File: src/rtl/mult_reconstruct.sv
// Shift-and-add inverse of the divider: rebuilds P = Q*Y + R, one multiplier bit per cycle.
// Define MULT_CHECK_EN to compare the result against x_exp and flag remainders not below the divisor.
module mult_reconstruct #(
  parameter  int QW = 3,
  parameter  int YW = 2,
  localparam int PW = QW + YW + 1
) (
  input  logic          clk,
  input  logic          rst_n,
  input  logic          start,
  input  logic [QW-1:0] q_in,
  input  logic [YW-1:0] y_in,
  input  logic [QW-1:0] r_in,
  input  logic [PW-2:0] x_exp,
  output logic          busy,
  output logic          done,
  output logic [PW-1:0] p,
  output logic          err
);

  localparam int CW = (YW > 1) ? $clog2(YW) : 1;

  typedef enum logic {IDLE, RUN} state_t;

  state_t        state_q, state_d;
  logic [PW-1:0] mcand_q, mcand_d;
  logic [YW-1:0] mplier_q, mplier_d;
  logic [PW-1:0] acc_q, acc_d;
  logic [CW-1:0] cnt_q, cnt_d;
  logic          done_q, done_d;
  logic [PW-1:0] p_q, p_d;
  logic [PW-1:0] acc_sum;
  logic          last;

  assign acc_sum = acc_q + (mplier_q[0] ? (mcand_q << cnt_q) : '0);
  assign last    = (cnt_q == CW'(YW - 1));

  always_comb begin
    state_d  = state_q;
    mcand_d  = mcand_q;
    mplier_d = mplier_q;
    acc_d    = acc_q;
    cnt_d    = cnt_q;
    done_d   = 1'b0;
    p_d      = p_q;
    case (state_q)
      IDLE: begin
        if (start) begin
          mcand_d  = PW'(q_in);
          mplier_d = y_in;
          acc_d    = PW'(r_in);
          cnt_d    = '0;
          state_d  = RUN;
        end
      end
      RUN: begin
        acc_d    = acc_sum;
        mplier_d = mplier_q >> 1;
        cnt_d    = cnt_q + 1'b1;
        if (last) begin
          p_d     = acc_sum;
          done_d  = 1'b1;
          state_d = IDLE;
        end
      end
      default: state_d = IDLE;
    endcase
  end

  always_ff @(posedge clk or negedge rst_n) begin
    if (!rst_n) begin
      state_q  <= IDLE;
      mcand_q  <= '0;
      mplier_q <= '0;
      acc_q    <= '0;
      cnt_q    <= '0;
      done_q   <= 1'b0;
      p_q      <= '0;
    end else begin
      state_q  <= state_d;
      mcand_q  <= mcand_d;
      mplier_q <= mplier_d;
      acc_q    <= acc_d;
      cnt_q    <= cnt_d;
      done_q   <= done_d;
      p_q      <= p_d;
    end
  end

  assign busy = (state_q == RUN);
  assign done = done_q;
  assign p    = p_q;

`ifdef MULT_CHECK_EN
  // The multiplier register shifts away, so the divisor is kept separately for the range check.
  logic [PW-2:0] x_q, x_d;
  logic [QW-1:0] r_q, r_d;
  logic [YW-1:0] y_q, y_d;
  logic          err_q, err_d;

  always_comb begin
    x_d   = x_q;
    r_d   = r_q;
    y_d   = y_q;
    err_d = err_q;
    if (state_q == IDLE && start) begin
      x_d = x_exp;
      r_d = r_in;
      y_d = y_in;
    end
    if (state_q == RUN && last) begin
      err_d = (acc_sum != {1'b0, x_q}) | (PW'(r_q) >= PW'(y_q));
    end
  end

  always_ff @(posedge clk or negedge rst_n) begin
    if (!rst_n) begin
      x_q   <= '0;
      r_q   <= '0;
      y_q   <= '0;
      err_q <= 1'b0;
    end else begin
      x_q   <= x_d;
      r_q   <= r_d;
      y_q   <= y_d;
      err_q <= err_d;
    end
  end

  assign err = err_q;
`else
  logic unused_x_exp;
  assign unused_x_exp = ^x_exp;
  assign err          = 1'b0;
`endif

endmodule

File: config.mk
export PLATFORM = sky130hd
export DESIGN_NAME = mult_reconstruct
export DESIGN_NICKNAME = d
export VERILOG_FILES = /design/src/rtl/mult_reconstruct.sv
export SDC_FILE = /design/constraint.sdc
export NUM_CORES = 1
export LEC_CHECK = 0
export ABC_AREA = 0
export CAP_MARGIN = 5
export CELL_PAD_IN_SITES_DETAIL_PLACEMENT = 1
export CELL_PAD_IN_SITES_GLOBAL_PLACEMENT = 1
export CORE_MARGIN = 2
export CORE_UTILIZATION = 40
export DETAILED_ROUTE_END_ITERATION = 6
export PLACE_DENSITY_LB_ADDON = 0.1
export SYNTH_ARGS = -nofsm -noshare
export SYNTH_HDL_FRONTEND = slang
export SYNTH_SLANG_ARGS = --single-unit
File: constraint.sdc
create_clock -name clk -period 4.56 [get_ports clk]
set_input_delay 0.456 -clock clk [delete_from_list [all_inputs] [get_ports clk]]
set_output_delay 0.456 -clock clk [all_outputs]
set_load 0.02 [all_outputs]
Word level (Yosys, flattened, before mapping):

Cells that the tools add are included.

* output and inout port bits: 9
* register bits: 20

* reductions and logical operators: 2
* bitwise gates (word level): 1
* add/sub/neg operators: 2
* muxes and demuxes: 12
* equality and inequality tests: 1
* shift-type cells: 1

Operator list (count)
* $mux W6: 2
* $pmux W6 S2: 1
* $add A6 B6 Y6: 1
* $shl A3 B1 Y6: 1
* $mux W1: 5
* $pmux W1 S2: 2
* $pmux W2 S2: 1
* $reduce_and A2 Y1: 2
* $mux W2: 1
* $ne A2 B2 Y1 const B: 1
* $add A1 B1 Y1 const B: 1
* $not A1 Y1: 1

Logic depth before layout (Yosys ltp):

* word-level depth: 4
* gate-level depth with buffers: 9

Worst setup path before layout:

No wires, ideal clock.

* path type: reg2reg
* from: register cnt_q
* to: register p_q[4] (netlist: p[4])
* period minus slack after synthesis: 1987 ps
* stages on the path, launching flop included: 10
* setup slack: 2573 ps
* data arrival time: 1863 ps
* path through: dfrtp_1 buf_2 inv_1 and3_1 ha_1 fa_1 a21o_1 a21oi_2 xor2_1 o21ai_1

* longest elaborated chain between the ends: 3
* elaborated cells on any way between the ends: 4

RTL lines
* from (decl): line 29 `logic [CW-1:0] cnt_q, cnt_d;`
* from (signal assigned): line 84 `cnt_q <= cnt_d;`
* $shl A3 B1 Y6: line 35 `assign acc_sum = acc_q + (mplier_q[0] ? (mcand_q << cnt_q) : '0);`
* $mux W6: line 35
* $add A6 B6 Y6: line 35
* to (signal assigned): line 86 `p_q <= p_d;`
* to (decl): line 31 `logic [PW-1:0] p_q, p_d;`

Several ways; a longest one is shown, not always the timed one.
A chain may end at the register's enable or synchronous reset.

Final worst setup path:

* from: register state_q (netlist: busy)
* to: output busy

RTL lines
* from (decl): line 25 `state_t state_q, state_d;`
* from (signal assigned): line 80 `state_q <= state_d;`
* to (decl): line 15 `output logic busy,`

No word-level cell between the ends.

==> results.toml <==
[status]
status = "finished, final reports clean"

[power]
power_density_mw_per_mm2 = 612.7
leakage_nw = 0.5739
power_mw = 0.7635
peakVddDrop_v = 0.0003365

[critical_path]
crit_buf_inv = 1
crit_fanout = 20
crit_type = "register to output port"
critical_path_arrival_ps = 1790
critPathMaxStageDelay_ps = 760
crit_slowest_cell = "dfrtp_1"
r2r_end = "p[4]$_DFFE_PN0P_"
cp.required_ps = 4100
critical_path.top_delay_family = "flip-flops"
reg2reg_setup_slack_ps = 2370
setup.worst_path.end_class = "output port"
crit_chain = "clkdlybuf4s50_1"
cp-start-kind = "register"
worstSetupStartpoint = "busy$_DFF_PN0_"
r2r_cells = 8
r2r-start = "cnt_q$_DFFE_PN0P_"

[finish]
nets = 128
area_growth_pct = 20.44
final_common_cell = "dfrtp_1"
mostFrequentLayoutCells = "20 x dfrtp_1, 18 x clkdlybuf4s50_1, 9 x nand2_1"
drive_gt1_frac = 0.1714
diodes = 0

[route]
wl_um = 1858
wl_per_cell_um = 13.76
viasPerCell = 5.170
antenna_left = 0
drt_iter0_markers = 2
vias = 698
route.detailed.drc = 0
first_pass_iters = 3

[place]
dp_hpwl_um = 1420
io_buffers = 18
place_congestion = 0.7391

[clock_network]
cts_max_level = 1
cts_resized = 0
numCtsBuffers = 3
clock_sinks = 20
cts_hold_buffers = 0
cts_root_buf = "clkbuf_4"
clock_latency_ps = 300
clock_path_buffers = 2
cts_tree = "built"
cts.clk_slew.worst_paths_ps = 110
cts_setup_buffers = 0

[yosys]
ys_seq_area_frac = 0.4837
synth-edff-count = 0
synth_ff_type = "dfrtp_1"
synth.top_cells.by_area = "dfrtp_1 48%, mux2i_1 7.7%, mux2_2 7.6%"
ys_ff_latch = 20
syn_inst = 89
avgSynthCellArea_um2 = 11.63
synth_mux_area_frac = 0.1681
synth_compound_area_frac = 0.1233
synth_top_family_by_area = "multiplexers"
synth_top_cell_by_area = "dfrtp_1"
ys.warnings.count = 0
syn_area_mm2 = 0.001035
async_flop_share = 1.000
yosys.area_share.simple = 0.08464
synthDistinctLibCells = 31
synthAdderAreaFrac = 0.06771
synth_top_area_frac = 0.4837
mappedNetlistNets = 110
synthXorXnorAreaFrac = 0.03386

[die]
die-area_mm2 = 0.003010
io_pins = 25
die-height_um = 54.86
fp-row-count = 18
die_x_um = 54.86
fp.coreArea_mm2 = 0.002455
initial_core_util = 0.4215

[global_route]
grt_max_degree = 21
overflow = 0
grt_usage = 0.1516
antenna_found_initial = 0
grt_first_pass_wirelength_um = 3153
grt_pass1_vias = 712

[sta]
rsz0062_at_grt = "no"
finalSetupViolations = 0
period_share = 0.4918
fmaxAchievable_ghz = 0.4459
finalSetupTns_ps = 0
final_max_slew_viol_count = 0
fin_crit_ps = 2243
hold_viol = 0
worst_pin_slew_ps = 895.7
slew_headroom = 0.4010
clock_skew_ps = 5.937

[min_path]
holdPathEnd = "mplier_q[0]$_DFFE_PN0P_"
hp-class = "register to register"
min-delay-start = "mplier_q[1]$_DFFE_PN0P_"
holdPathStages = 2

[flow_run]
drv_cap = 0
==> cell families after synthesis <==
| logic type | count (synthesis) |
|---|---|
| compound gates | 18 |
| xor+xnor | 4 |
| fa+ha+maj | 5 |
| buf+inv | 7 |
| flops | 20 |
| mux | 16 |
| other cells | 1 |
| simple gates | 18 |
==> synth_stat cells (2+ instances only) <==
cell type  number
dfrtp_1        20
xor2_1          2
and3_1          2
o21ai_2         2
nor2_1          2
mux2i_1         8
a21o_1          3
o21ai_0         4
xnor2_1         2
a21oi_2         2
nand2_1         9
mux2_2          7
buf_4           2
nor2b_1         2
o21ai_1         2
ha_1            4
buf_2           2
==> worst max-delay path by stage <==
stage / end / slack (ps) / depth (start not counted)
4_1_cts: busy / 2280 / 1
5_1_grt: busy / 2170 / 1
3_5_place_dp: p[4]$_DFFE_PN0P_ / 2390 / 8
2_1_floorplan: p[4]$_DFFE_PN0P_ / 2570 / 9
6_report: busy / 2320 / 1
3_3_place_gp: p[4]$_DFFE_PN0P_ / 2410 / 8
==> stage by stage <==
step	cell area (um^2)	cells	setup slack, ps	hold slack, ps	util
floorplan	1035	89	2573	160.4	-
global placement	1224	132	2415	467.6	0.4985
detailed placement	1224	132	2391	471.7	0.4985
CTS	1246	135	2282	497.8	0.5076
global route	1246	135	2172	530.8	0.5076
finish	1246	135	2317	489.5	0.5076
==> layout make-up <==
type                    count  area [um^2]
clock buffers               3        22.52
fillers                   273         1209
inverters                   2        7.507
multi-input cells          62        498.0
flip-flops and latches     20        500.5
well taps                  30        37.54
repair buffers             18        180.2
==> per-layer routing <==
| metal | share of wire | global-route usage |
|---|---|---|
| met5 | 0 | 0 |
| met4 | 0.029 | 0.08750 |
| met3 | 0.038 | 0.02459 |
| met2 | 0.47 | 0.2500 |
| met1 | 0.46 | 0.1852 |
==> flip-flops by register name, indices dropped and copies added, names as in the netlist <==
register	flops
acc_q	6
busy	1
cnt_q	1
done	1
mcand_q	3
mplier_q	2
p	6
==> where the power goes <==
| part | total [mW] | switching, mW | internal (mW) |
|---|---|---|---|
| clock | 0.0843 | 0.0535 | 0.0308 |
| sequential | 0.324 | 0.0751 | 0.249 |
| combinational | 0.355 | 0.169 | 0.187 |
| total | 0.764 | 0.297 | 0.466 |
==> worst reg2reg max path, stage by stage, from the launching register on <==
cell     delay [ps]
dfrtp_1         490
inv_1            90
and3_1          180
ha_1            230
fa_1            440
a21o_1          210
a21oi_2         200
xor2_1          160
o21ai_1          70
(Power assumes the default switching activity.)
